[config.mk]
export PLATFORM = sky130hd
export DESIGN_NAME = fifo_dest_dispatch_flat
export DESIGN_NICKNAME = d
export VERILOG_FILES = /design/src/rtl/fifo_dest_dispatch_if.sv /design/src/rtl/fifo_dest_dispatch.sv /design/src/flat_wrapper.sv
export SDC_FILE = /design/constraint.sdc
export NUM_CORES = 1
export LEC_CHECK = 0
export BUFFER_PORTS_ARGS = -buffer_cell sky130_fd_sc_hd__buf_2
export CAP_MARGIN = 20
export CORE_MARGIN = 2
export CORE_UTILIZATION = 40
export DETAILED_ROUTE_END_ITERATION = 7
export PLACE_DENSITY = 0.66
export SLEW_MARGIN = 10
export SYNTH_ARGS = -nofsm -noshare
export SYNTH_HDL_FRONTEND = slang
export SYNTH_SLANG_ARGS = --single-unit
[constraint.sdc]
create_clock -name clk -period 1.7 [get_ports clk]
set_input_delay 0.34 -clock clk [delete_from_list [all_inputs] [get_ports clk]]
set_output_delay 0.34 -clock clk [all_outputs]
set_load 0.01 [all_outputs]
[src/rtl/fifo_dest_dispatch_if.sv]
// Bus between the main FIFO, the dispatcher and the egress queues.
// Optional feature macro: DISPATCH_CNT_EN adds the per-destination dest_count bus.
interface fifo_dest_dispatch_if #(
  parameter int unsigned DATA_SIZE = 6,
  parameter int unsigned DEST_BITS = 2
`ifdef DISPATCH_CNT_EN
  ,
  parameter int unsigned CNT_W     = 8
`endif
);
  localparam int unsigned NUM_DEST = 1 << DEST_BITS;

  logic                 fifo_empty;
  logic                 fifo_error;
  logic [DATA_SIZE-1:0] buffer_out;
  logic [NUM_DEST-1:0]  dest_pause;
  logic                 read;
  logic [NUM_DEST-1:0]  dest_write;
  logic [DATA_SIZE-1:0] dest_data;
  logic                 disp_error;
`ifdef DISPATCH_CNT_EN
  logic [NUM_DEST*CNT_W-1:0] dest_count;
`endif

  // Dispatcher side
  modport master (
    input  fifo_empty, fifo_error, buffer_out, dest_pause,
`ifdef DISPATCH_CNT_EN
    output dest_count,
`endif
    output read, dest_write, dest_data, disp_error
  );

  // FIFO / egress side
  modport slave (
    output fifo_empty, fifo_error, buffer_out, dest_pause,
`ifdef DISPATCH_CNT_EN
    input  dest_count,
`endif
    input  read, dest_write, dest_data, disp_error
  );
endinterface

[src/rtl/fifo_dest_dispatch.sv]
// Drain stage behind the main FIFO: pops one word at a time, decodes the
// destination field in the top DEST_BITS and writes it to one egress queue.
// Optional feature macro: DISPATCH_CNT_EN adds per-destination word counters.
module fifo_dest_dispatch #(
  parameter int unsigned DATA_SIZE = 6,
  parameter int unsigned DEST_BITS = 2
`ifdef DISPATCH_CNT_EN
  ,
  parameter int unsigned CNT_W     = 8
`endif
) (
  input  logic                 clk,
  input  logic                 reset,
  fifo_dest_dispatch_if.master bus
);
  localparam int unsigned NUM_DEST = 1 << DEST_BITS;

  typedef enum logic [1:0] {
    ST_IDLE = 2'd0,
    ST_WAIT = 2'd1,
    ST_HOLD = 2'd2
  } state_t;

  state_t               state_q, state_d;
  logic [DATA_SIZE-1:0] data_q, data_d;
  logic [DEST_BITS-1:0] dest_q, dest_d;
  logic                 err_q, err_d;
  logic [NUM_DEST-1:0]  dest_write_q, dest_write_d;
  logic [DATA_SIZE-1:0] dest_data_q, dest_data_d;
  logic                 can_read;
  logic                 go;
  logic                 read_c;

  // A pop is allowed only with data present, no error seen and not in reset
  assign can_read = !bus.fifo_empty && !err_q && !reset;
  // Held word may leave only when its egress is not paused
  assign go       = (state_q == ST_HOLD) && !bus.dest_pause[dest_q];

  // State and datapath registers
  always_ff @(posedge clk) begin
    if (reset) begin
      state_q      <= ST_IDLE;
      data_q       <= '0;
      dest_q       <= '0;
      err_q        <= 1'b0;
      dest_write_q <= '0;
      dest_data_q  <= '0;
    end else begin
      state_q      <= state_d;
      data_q       <= data_d;
      dest_q       <= dest_d;
      err_q        <= err_d;
      dest_write_q <= dest_write_d;
      dest_data_q  <= dest_data_d;
    end
  end

  // Next-state logic
  always_comb begin
    state_d = state_q;
    unique case (state_q)
      ST_IDLE: if (can_read) state_d = ST_WAIT;
      ST_WAIT: state_d = ST_HOLD;
      ST_HOLD: begin
        if (go) state_d = can_read ? ST_WAIT : ST_IDLE;
      end
      default: state_d = ST_IDLE;
    endcase
  end

  // Output and datapath logic
  always_comb begin
    read_c       = 1'b0;
    data_d       = data_q;
    dest_d       = dest_q;
    err_d        = err_q | bus.fifo_error;
    dest_write_d = '0;
    dest_data_d  = dest_data_q;
    unique case (state_q)
      ST_IDLE: read_c = can_read;
      ST_WAIT: begin
        data_d = bus.buffer_out;
        dest_d = bus.buffer_out[DATA_SIZE-1 -: DEST_BITS];
      end
      ST_HOLD: begin
        if (go) begin
          dest_write_d = NUM_DEST'(1) << dest_q;
          dest_data_d  = data_q;
          read_c       = can_read;
        end
      end
      default: ;
    endcase
  end

  assign bus.read       = read_c;
  assign bus.dest_write = dest_write_q;
  assign bus.dest_data  = dest_data_q;
  assign bus.disp_error = err_q;

`ifdef DISPATCH_CNT_EN
  logic [NUM_DEST-1:0][CNT_W-1:0] cnt_q, cnt_d;

  // Count words per destination on the edge that raises dest_write
  always_comb begin
    cnt_d = cnt_q;
    if (go) cnt_d[dest_q] = cnt_q[dest_q] + CNT_W'(1);
  end

  // Counter registers, cleared only by reset
  always_ff @(posedge clk) begin
    if (reset) cnt_q <= '0;
    else       cnt_q <= cnt_d;
  end

  assign bus.dest_count = cnt_q;
`endif
endmodule

[src/flat_wrapper.sv]
// flat-port wrapper written by rule: the top's interface ports become plain ports
module fifo_dest_dispatch_flat 
#(
  parameter int unsigned DATA_SIZE = 6,
  parameter int unsigned DEST_BITS = 2

)
  (clk, reset, bus_fifo_empty, bus_fifo_error, bus_buffer_out, bus_dest_pause, bus_read, bus_dest_write, bus_dest_data, bus_disp_error);
  fifo_dest_dispatch_if #(.DATA_SIZE(DATA_SIZE), .DEST_BITS(DEST_BITS)) bus_i ();
  input  logic clk;
  input  logic reset;
  input wire logic [$bits(bus_i.fifo_empty)-1:0] bus_fifo_empty;
  input wire logic [$bits(bus_i.fifo_error)-1:0] bus_fifo_error;
  input wire logic [$bits(bus_i.buffer_out)-1:0] bus_buffer_out;
  input wire logic [$bits(bus_i.dest_pause)-1:0] bus_dest_pause;
  output wire logic [$bits(bus_i.read)-1:0] bus_read;
  output wire logic [$bits(bus_i.dest_write)-1:0] bus_dest_write;
  output wire logic [$bits(bus_i.dest_data)-1:0] bus_dest_data;
  output wire logic [$bits(bus_i.disp_error)-1:0] bus_disp_error;
  assign bus_i.fifo_empty = bus_fifo_empty;
  assign bus_i.fifo_error = bus_fifo_error;
  assign bus_i.buffer_out = bus_buffer_out;
  assign bus_i.dest_pause = bus_dest_pause;
  assign bus_read = bus_i.read;
  assign bus_dest_write = bus_i.dest_write;
  assign bus_dest_data = bus_i.dest_data;
  assign bus_disp_error = bus_i.disp_error;
  fifo_dest_dispatch #(.DATA_SIZE(DATA_SIZE), .DEST_BITS(DEST_BITS)) u_core (.clk(clk), .reset(reset), .bus(bus_i));
endmodule
### After elaboration in Yosys (flattened, before gate mapping)

Index checks and enable logic that the tools add are counted.

* flip-flop bits (word level): 21
* logic and storage cells: 34

* reduce and logical (&&, ||, !) cells: 11
* equality and inequality tests: 4
* shift-type cells: 1
* $lt $le $gt $ge: 1
* bitwise gates (word level): 3
* multiplexer cells: 8

Operators with widths (number)
* $pmux W2 S3: 1
* $logic_not A1 Y1: 4
* $mux W2: 2
* $ne A2 B1 Y1 const B: 2
* $reduce_and A2 Y1: 2
* $shl A1 B2 Y4 const A: 1
* $logic_and A1 B1 Y1: 3
* $lt A2 B3 Y1 const B: 1
* $mux W1: 3
* $reduce_or A3 Y1: 1
* $bmux W1 S2: 1
* $eq A2 B1 Y1 const B: 1
* $eq A2 B2 Y1 const B: 1
* $logic_not A2 Y1: 1
* $not A1 Y1: 2
* $pmux W1 S2: 1
* $or A1 B1 Y1: 1

### Depth between registers and ports, before layout

Gate-level depths: netlist of run 1.

* depth after elaboration: 6
* gate-level depth with buffers: 5

### Least setup slack after synthesis of run 1

Ideal clock, no wire load.

* kind: register to output
* start: register u_core.dest_q[0]
* end: output bus_read
* cell stages (with the launch flop): 3
* data required time: 1.360 ns
* path buffers: 0
* arrival: 1.131 ns
* setup slack: 0.229 ns
* cell sequence: dfxtp_1 > mux4_2 > a21oi_1

* cells in the longest elaborated chain, start to end: 6

RTL lines
* from (decl): RTL line fifo_dest_dispatch.sv:26 `logic [DEST_BITS-1:0] dest_q, dest_d;`
* from (signal assigned): RTL line fifo_dest_dispatch.sv:51 `dest_q <= dest_d;`
* $bmux W1 S2: RTL line fifo_dest_dispatch.sv:37 `assign go = (state_q == ST_HOLD) && !bus.dest_pause[dest_q];`
* $mux W1 (implied by the code): RTL line fifo_dest_dispatch.sv:37
* $logic_not A1 Y1: RTL line fifo_dest_dispatch.sv:37
* $logic_and A1 B1 Y1: RTL line fifo_dest_dispatch.sv:37
* $mux W1: RTL line fifo_dest_dispatch.sv:86 `if (go) begin`
* $pmux W1 S2: RTL line fifo_dest_dispatch.sv:79 `unique case (state_q)`
* to (decl): RTL line flat_wrapper.sv:16 `output wire logic [$bits(bus_i.read)-1:0] bus_read;`

Every way passes these cells. The select of a mux whose other input is x is not followed.

### Final worst setup path of run 1

Same ends and word-level chain as after synthesis.

==> results of run 1 <==
[metrics by stage]
stage / util (%) / total power, mW / worst slack, ps
floorplan: - / 0.525 / 229
global placement: 51.9 / 0.552 / 97.2
detailed placement: 51.9 / 0.554 / 113
CTS: 54.6 / 0.778 / -82.0
global route: 54.8 / 0.809 / -168
finish: 54.8 / 0.771 / -78.4
[flip-flops by register name, indices dropped and copies added, names as in the netlist]
name and flops:
u_core.bus.disp_error 1, u_core.data_q 4, u_core.dest_q 2, u_core.bus.dest_write 4, u_core.bus.dest_data 6, u_core.state_q 2
[layout make-up]
type                            count  area, um^2  share of cell area, %
Timing Repair Buffer               29         155                   16.0
Sequential cell                    19         383                   39.6
Clock buffer                        4        26.3                   2.72
Tap cell                           25        31.3                   3.23
Multi-Input combinational cell     50         372                   38.4
[worst min-delay path by stage]
stage | start | endpoint | slack, ps | cells past startpoint
2_1_floorplan | u_core.data_q[0] | u_core.bus.dest_data[0] | 450 | 2
3_3_place_gp | u_core.data_q[1] | u_core.bus.dest_data[1] | 450 | 2
3_5_place_dp | u_core.data_q[1] | u_core.bus.dest_data[1] | 460 | 2
4_1_cts | bus_fifo_error | u_core.bus.disp_error | 250 | 3
5_1_grt | bus_fifo_error | u_core.bus.disp_error | 270 | 3
6_report | bus_fifo_error | u_core.bus.disp_error | 250 | 3
[metal layers]
metal | GRT usage, % | part of all wire (%) | vias up
met4 | 4.86 | 1.4 | 0
met2 | 18.1 | 43 | 17
met5 | 0 | 0 | -
li1 | - | - | 307
met1 | 18.2 | 48 | 255
met3 | 4.15 | 7.0 | 4
[where the power goes]
part	internal (mW)	switching [mW]	total [mW]	leakage [nW]
clock network	0.0912	0.129	0.220	0.0150
registers	0.457	0.00871	0.465	0.155
logic	0.0471	0.0383	0.0854	0.277
total	0.595	0.176	0.771	0.447
[placed cells by master, fill, tap and decap left out]
cell type / n
dfxtp_1: 17
buf_2: 25
mux2i_1: 12
mux4_2: 1
clkbuf_1: 1
and3b_1: 1
nand2_1: 1
buf_4: 4
o2bb2a_4: 1
nor3_1: 2
a21oi_2: 1
nor2b_1: 1
nor2_1: 11
mux2_1: 1
clkbuf_4: 3
o21ai_0: 1
dfxtp_2: 2
and2b_1: 1
a21oi_1: 3
or2_1: 1
or3b_4: 1
or4_4: 1
nand2b_1: 10
[timing repair]
item / 4_1_cts / 5_1_grt
gates cloned: 0 / 0
pin swaps: 1 / 0
resized for setup: 3 / 1
setup buffers: 2 / 0
setup endpoints to repair: 1 / 1
[worst max-delay path: cells and delay by family (launching register included)]
kind | cells | cell delay, ps
AO/OA/AOI/OAI | 1 | 130
buffers and inverters | 1 | 140
flip-flops | 1 | 350
multiplexers | 1 | 540
[cells by family after synthesis]
family | Yosys count | share of synthesized area, %
buf+inv | 5 | 3.72
simple gates | 30 | 21.4
mux | 14 | 19.9
flops | 19 | 49.2
compound gates | 6 | 5.82
==> impl_metrics.tcl, run 1 <==
set metrics [dict create \
    status "complete, but fails checks" \
    violations "negative setup slack" \
    finalWirelength_um 1330 \
    clock-sinks 19 \
    dpl.hpwl_um 970 \
    hold_buffers 0 \
    tns_ps -78.4 \
    finalCriticalPeriod_ps 1780 \
    worst_slack_ps -78.4 \
    rr_worst_depth 4 \
    synthToLayoutAreaGrowth_pct 25.1 \
    ys.flop_type "dfxtp_1" \
    stdcell_count 127 \
    rrSetupSlack_ps 340 \
    insertion_delay_ps 290 \
    vdd_drop_max_mv 0.555 \
    worst_setup_path_start_kind "register" \
    cp_slowest_cell "mux4_2" \
    die_h_um 48.0 \
    grt_max_degree 22 \
    synth_common_cells "dfxtp_1, mux2i_1, nor2_1" \
    p_leak_nw 0.447 \
    hold_slack_ps 254 \
    crit_chain "mux4_2, a21oi_2, buf_2" \
    grt_overflow_total 0 \
    crit_required_ps 1360 \
    cap_violations 0 \
    antenna_found_initial 0 \
    async_reset_ff_share_pct 0 \
    wire_per_inst_um 10.4 \
    nNetsFinal 117 \
    cts.reportedPaths.clkPinSlew_ps 100 \
    hp-class "in2reg" \
    clk_path_buf_depth 2 \
    cts_root_buf "clkbuf_4" \
    route.detailed.drc 0 \
    cp.arrival_ps 1440 \
    fillers 188 \
    track_usage_pct 12.9 \
    cts_tree "done" \
    syn_area_um2 773 \
    ys_seq_area_share_pct 49.2 \
    p_per_area_nw_per_um2 797 \
    crit_path_end_kind "output port" \
    synth_enable_flop_cells 0 \
    core_um2 1760 \
    cp-endpoint "bus_read" \
    worst_pin_slew_ps 386 \
    rsz0062_at_grt "yes" \
    reg2reg_to "u_core.bus.dest_data[2]" \
    path_max_fanout 2 \
    rr_startpoint "u_core.dest_q[0]" \
    synth_cell_type_count 20 \
    yosys_warnings 0 \
    die_area_um2 2300 \
    synth.area.top_cells "dfxtp_1, mux2i_1, nand2b_1" \
    io_pins 26 \
    synth_fp_nets 88 \
    initial_core_util_pct 43.8 \
    clock_skew_ps 0.783 \
    grt_pass1_wl_um 2040 \
    crit_start "u_core.dest_q[0]" \
    drt_iter0_markers 4 \
    stdcell_area_um2 967 \
    max_freq_mhz 562 \
    crit_type "reg2out" \
    synthCells 74 \
    synth_top_area_cell "dfxtp_1" \
    viasPerCell 4.59 \
    post-route-period-util_pct 105 \
    max_stage_delay_ps 540 \
    grt_pass1_vias 459 \
    finalMaxSlewViolations 0 \
    post_dp_cell_area_um2 916 \
    row_count 15 \
    slew_headroom_pct 74.2 \
    avgSynthCellArea_um2 10.4 \
    finalSetupViolCount 1 \
    drt_first_pass_iters 4 \
    hold_viol_final 0 \
    portBuffers 25 \
    n_antenna_cell 0 \
    die_w_um 48.0 \
    yosys.cell_count.top_type "dfxtp_1" \
    vias 583 \
    drive_above_1_share_pct 38.2 \
    dp.cells 121 \
    cts-buffers-inserted 3 \
    htreeDepth 1 \
    final_antenna_net_count 0 \
    ys_seq_elements 19 \
    globalplace.congestion 0.739 \
    yosysTopAreaCellShare_pct 49.2 \
]
Power figures use the tool's default switching activity.
==> inputs of run 2 (changes only) <==
--- a/config.mk
+++ b/config.mk
@@ -5,12 +5,11 @@
 export SDC_FILE = /design/constraint.sdc
 export NUM_CORES = 1
 export LEC_CHECK = 0
-export BUFFER_PORTS_ARGS = -buffer_cell sky130_fd_sc_hd__buf_2
 export CAP_MARGIN = 20
 export CORE_MARGIN = 2
 export CORE_UTILIZATION = 40
 export DETAILED_ROUTE_END_ITERATION = 7
-export PLACE_DENSITY = 0.66
+export DONT_BUFFER_PORTS = 1
 export SLEW_MARGIN = 10
 export SYNTH_ARGS = -nofsm -noshare
 export SYNTH_HDL_FRONTEND = slang
==> run 2 against run 1 <==
The flow still finishes with violations (negative setup slack). Core utilization decreased by 7.1 points. Sequential cell count is the same. Clock power about the same. First-iteration DRC count grew 50%. Sequential power about the same. Combinational power fell by 30%. Register-to-register slack got worse by 20 ps. Wire length is 3.8% higher. Critical path type unchanged. Critical endpoint unchanged. Largest power group unchanged.
==> impl_metrics.tcl, run 2 (synthesis gave the netlist of run 1 again) <==
set metrics [dict create \
    combPwrFrac_pct 8.0 \
    rr_startpoint "u_core.state_q[1]" \
    max_freq_mhz 584 \
    grt_pass1_wl_um 2230 \
    busiest_layer "met2" \
    crit_path_end_kind "output port" \
    post_dp_cell_area_um2 783 \
    htreeDepth 1 \
    pre_cts_slack_ps 147 \
    io_pins 26 \
    worst_setup_path_start_kind "register" \
    clock-sinks 19 \
    finalSetupViolCount 1 \
    grtUsageMet3_pct 7.55 \
    cp_slowest_cell "mux4_2" \
    hold_slack_ps 104 \
    nNetsFinal 91 \
    initial_core_util_pct 43.8 \
    reg2reg_to "u_core.bus.dest_data[5]" \
    clock_skew_ps 4.65 \
    cts.reportedPaths.clkPinSlew_ps 100 \
    violations "negative setup slack" \
    cp-endpoint "bus_read" \
    crit_type "reg2out" \
    die_h_um 48.0 \
    p_per_area_nw_per_um2 886 \
    grt_pass1_vias 479 \
    drive_above_1_share_pct 17.1 \
    power.internal_mw 0.582 \
    n_antenna_cell 0 \
    finalMaxSlewViolations 0 \
    grt_overflow_total 0 \
    crit_chain "mux4_2, a21oi_4" \
    cts_tree "done" \
    track_usage_pct 14.3 \
    die_w_um 48.0 \
    largest_register_ffs 6 \
    vias 509 \
    dpl.hpwl_um 957 \
    stdcell_area_um2 842 \
    drt_first_pass_iters 4 \
    cts_root_buf "clkbuf_4" \
    p_switching_mw 0.165 \
    power.share.clock_pct 29.3 \
    insertion_delay_ps 290 \
    fillers 188 \
    final_antenna_net_count 0 \
    row_count 15 \
    rsz0062_at_grt "yes" \
    synthToLayoutAreaGrowth_pct 8.90 \
    ff_latch_area_um2 383 \
    drt_iter0_markers 6 \
    finalCriticalPeriod_ps 1710 \
    route.detailed.drc 0 \
    worst_pin_slew_ps 407 \
    crit_start "u_core.dest_q[0]" \
    worst_slack_ps -12.6 \
    pwr-share-seq_pct 62.7 \
    wire_per_inst_um 13.6 \
    swShare_pct 22.1 \
    layout_common_cells "dfxtp_1, mux2i_1, nor2_1" \
    globalplace.congestion 0.695 \
    finalWirelength_um 1380 \
    max_stage_delay_ps 550 \
    use_met1_pct 17.2 \
    path_max_fanout 2 \
    cts-buffers-inserted 3 \
    rr_worst_depth 3 \
    crit_required_ps 1360 \
    viasPerCell 5.04 \
    post-route-period-util_pct 101 \
    core_um2 1760 \
    slew_headroom_pct 72.8 \
    multiInputGateArea_um2 379 \
    antenna_found_initial 0 \
    hp-class "in2reg" \
    cap_violations 0 \
    vdd_drop_max_mv 0.775 \
    status "complete, but fails checks" \
    grt_util_met2_pct 21.9 \
    clk_path_buf_depth 2 \
    final_core_util_pct 47.7 \
    grt_max_degree 23 \
    die_area_um2 2300 \
    final_common_cell "dfxtp_1" \
    hold_viol_final 0 \
    cp.arrival_ps 1370 \
    rrSetupSlack_ps 320 \
    p_leak_nw 0.326 \
    tns_ps -12.6 \
    portBuffers 0 \
]
-- run 2: per-stage QoR --
| step | cells | power, mW |
|---|---|---|
| floorplan | 74 | 0.525 |
| global placement | 95 | 0.525 |
| detailed placement | 95 | 0.528 |
| CTS | 101 | 0.757 |
| global route | 101 | 0.786 |
| finish | 101 | 0.746 |
-- run 2: routing by layer --
metal  vias to the layer above  share of wire [%]
li1                        253                  -
met1                       236                 44
met2                        18                 47
met3                         2                8.0
met4                         0               0.87
met5                         -                  0
-- run 2: repair_timing --
action	4_1_cts	5_1_grt
setup buffers	2	0
gates resized for setup	5	0
hold buffers	0	0
pin swaps	1	0
endpoints found under the hold margin	0	0
setup endpoints to repair	1	1
-- run 2: area by class of cell --
type / count / area share (%)
Clock buffer: 4 / 3.12
Tap cell: 25 / 3.71
Timing Repair Buffer: 3 / 2.67
Multi-Input combinational cell: 50 / 45.0
Sequential cell: 19 / 45.5
-- run 2: power groups by stage --
stage	registers (mW)	clock network, mW	logic [mW]
4_1_cts	0.468	0.230	0.0596
6_report	0.468	0.218	0.0600
3_5_place_dp	0.477	0	0.0504
2_1_floorplan	0.474	0	0.0518
3_3_place_gp	0.477	0	0.0488
5_1_grt	0.470	0.250	0.0654
-- run 2: worst max-delay path, delay by kind of cell, from the launching register on --
family	cells	cell delay [ps]
AO/OA/AOI/OAI	1	180
flip-flops	1	350
multiplexers	1	550
-- run 2: worst min path at each step --
stage / start / end / slack (ps) / cells past startpoint
floorplan: u_core.data_q[0] / u_core.bus.dest_data[0] / 450 / 2
global placement: reset / u_core.bus.dest_data[4] / 410 / 1
detailed placement: reset / u_core.bus.dest_data[4] / 410 / 1
CTS: reset / u_core.dest_q[0] / 90 / 1
global route: reset / u_core.dest_q[0] / 80 / 1
finish: reset / u_core.dest_q[0] / 100 / 1
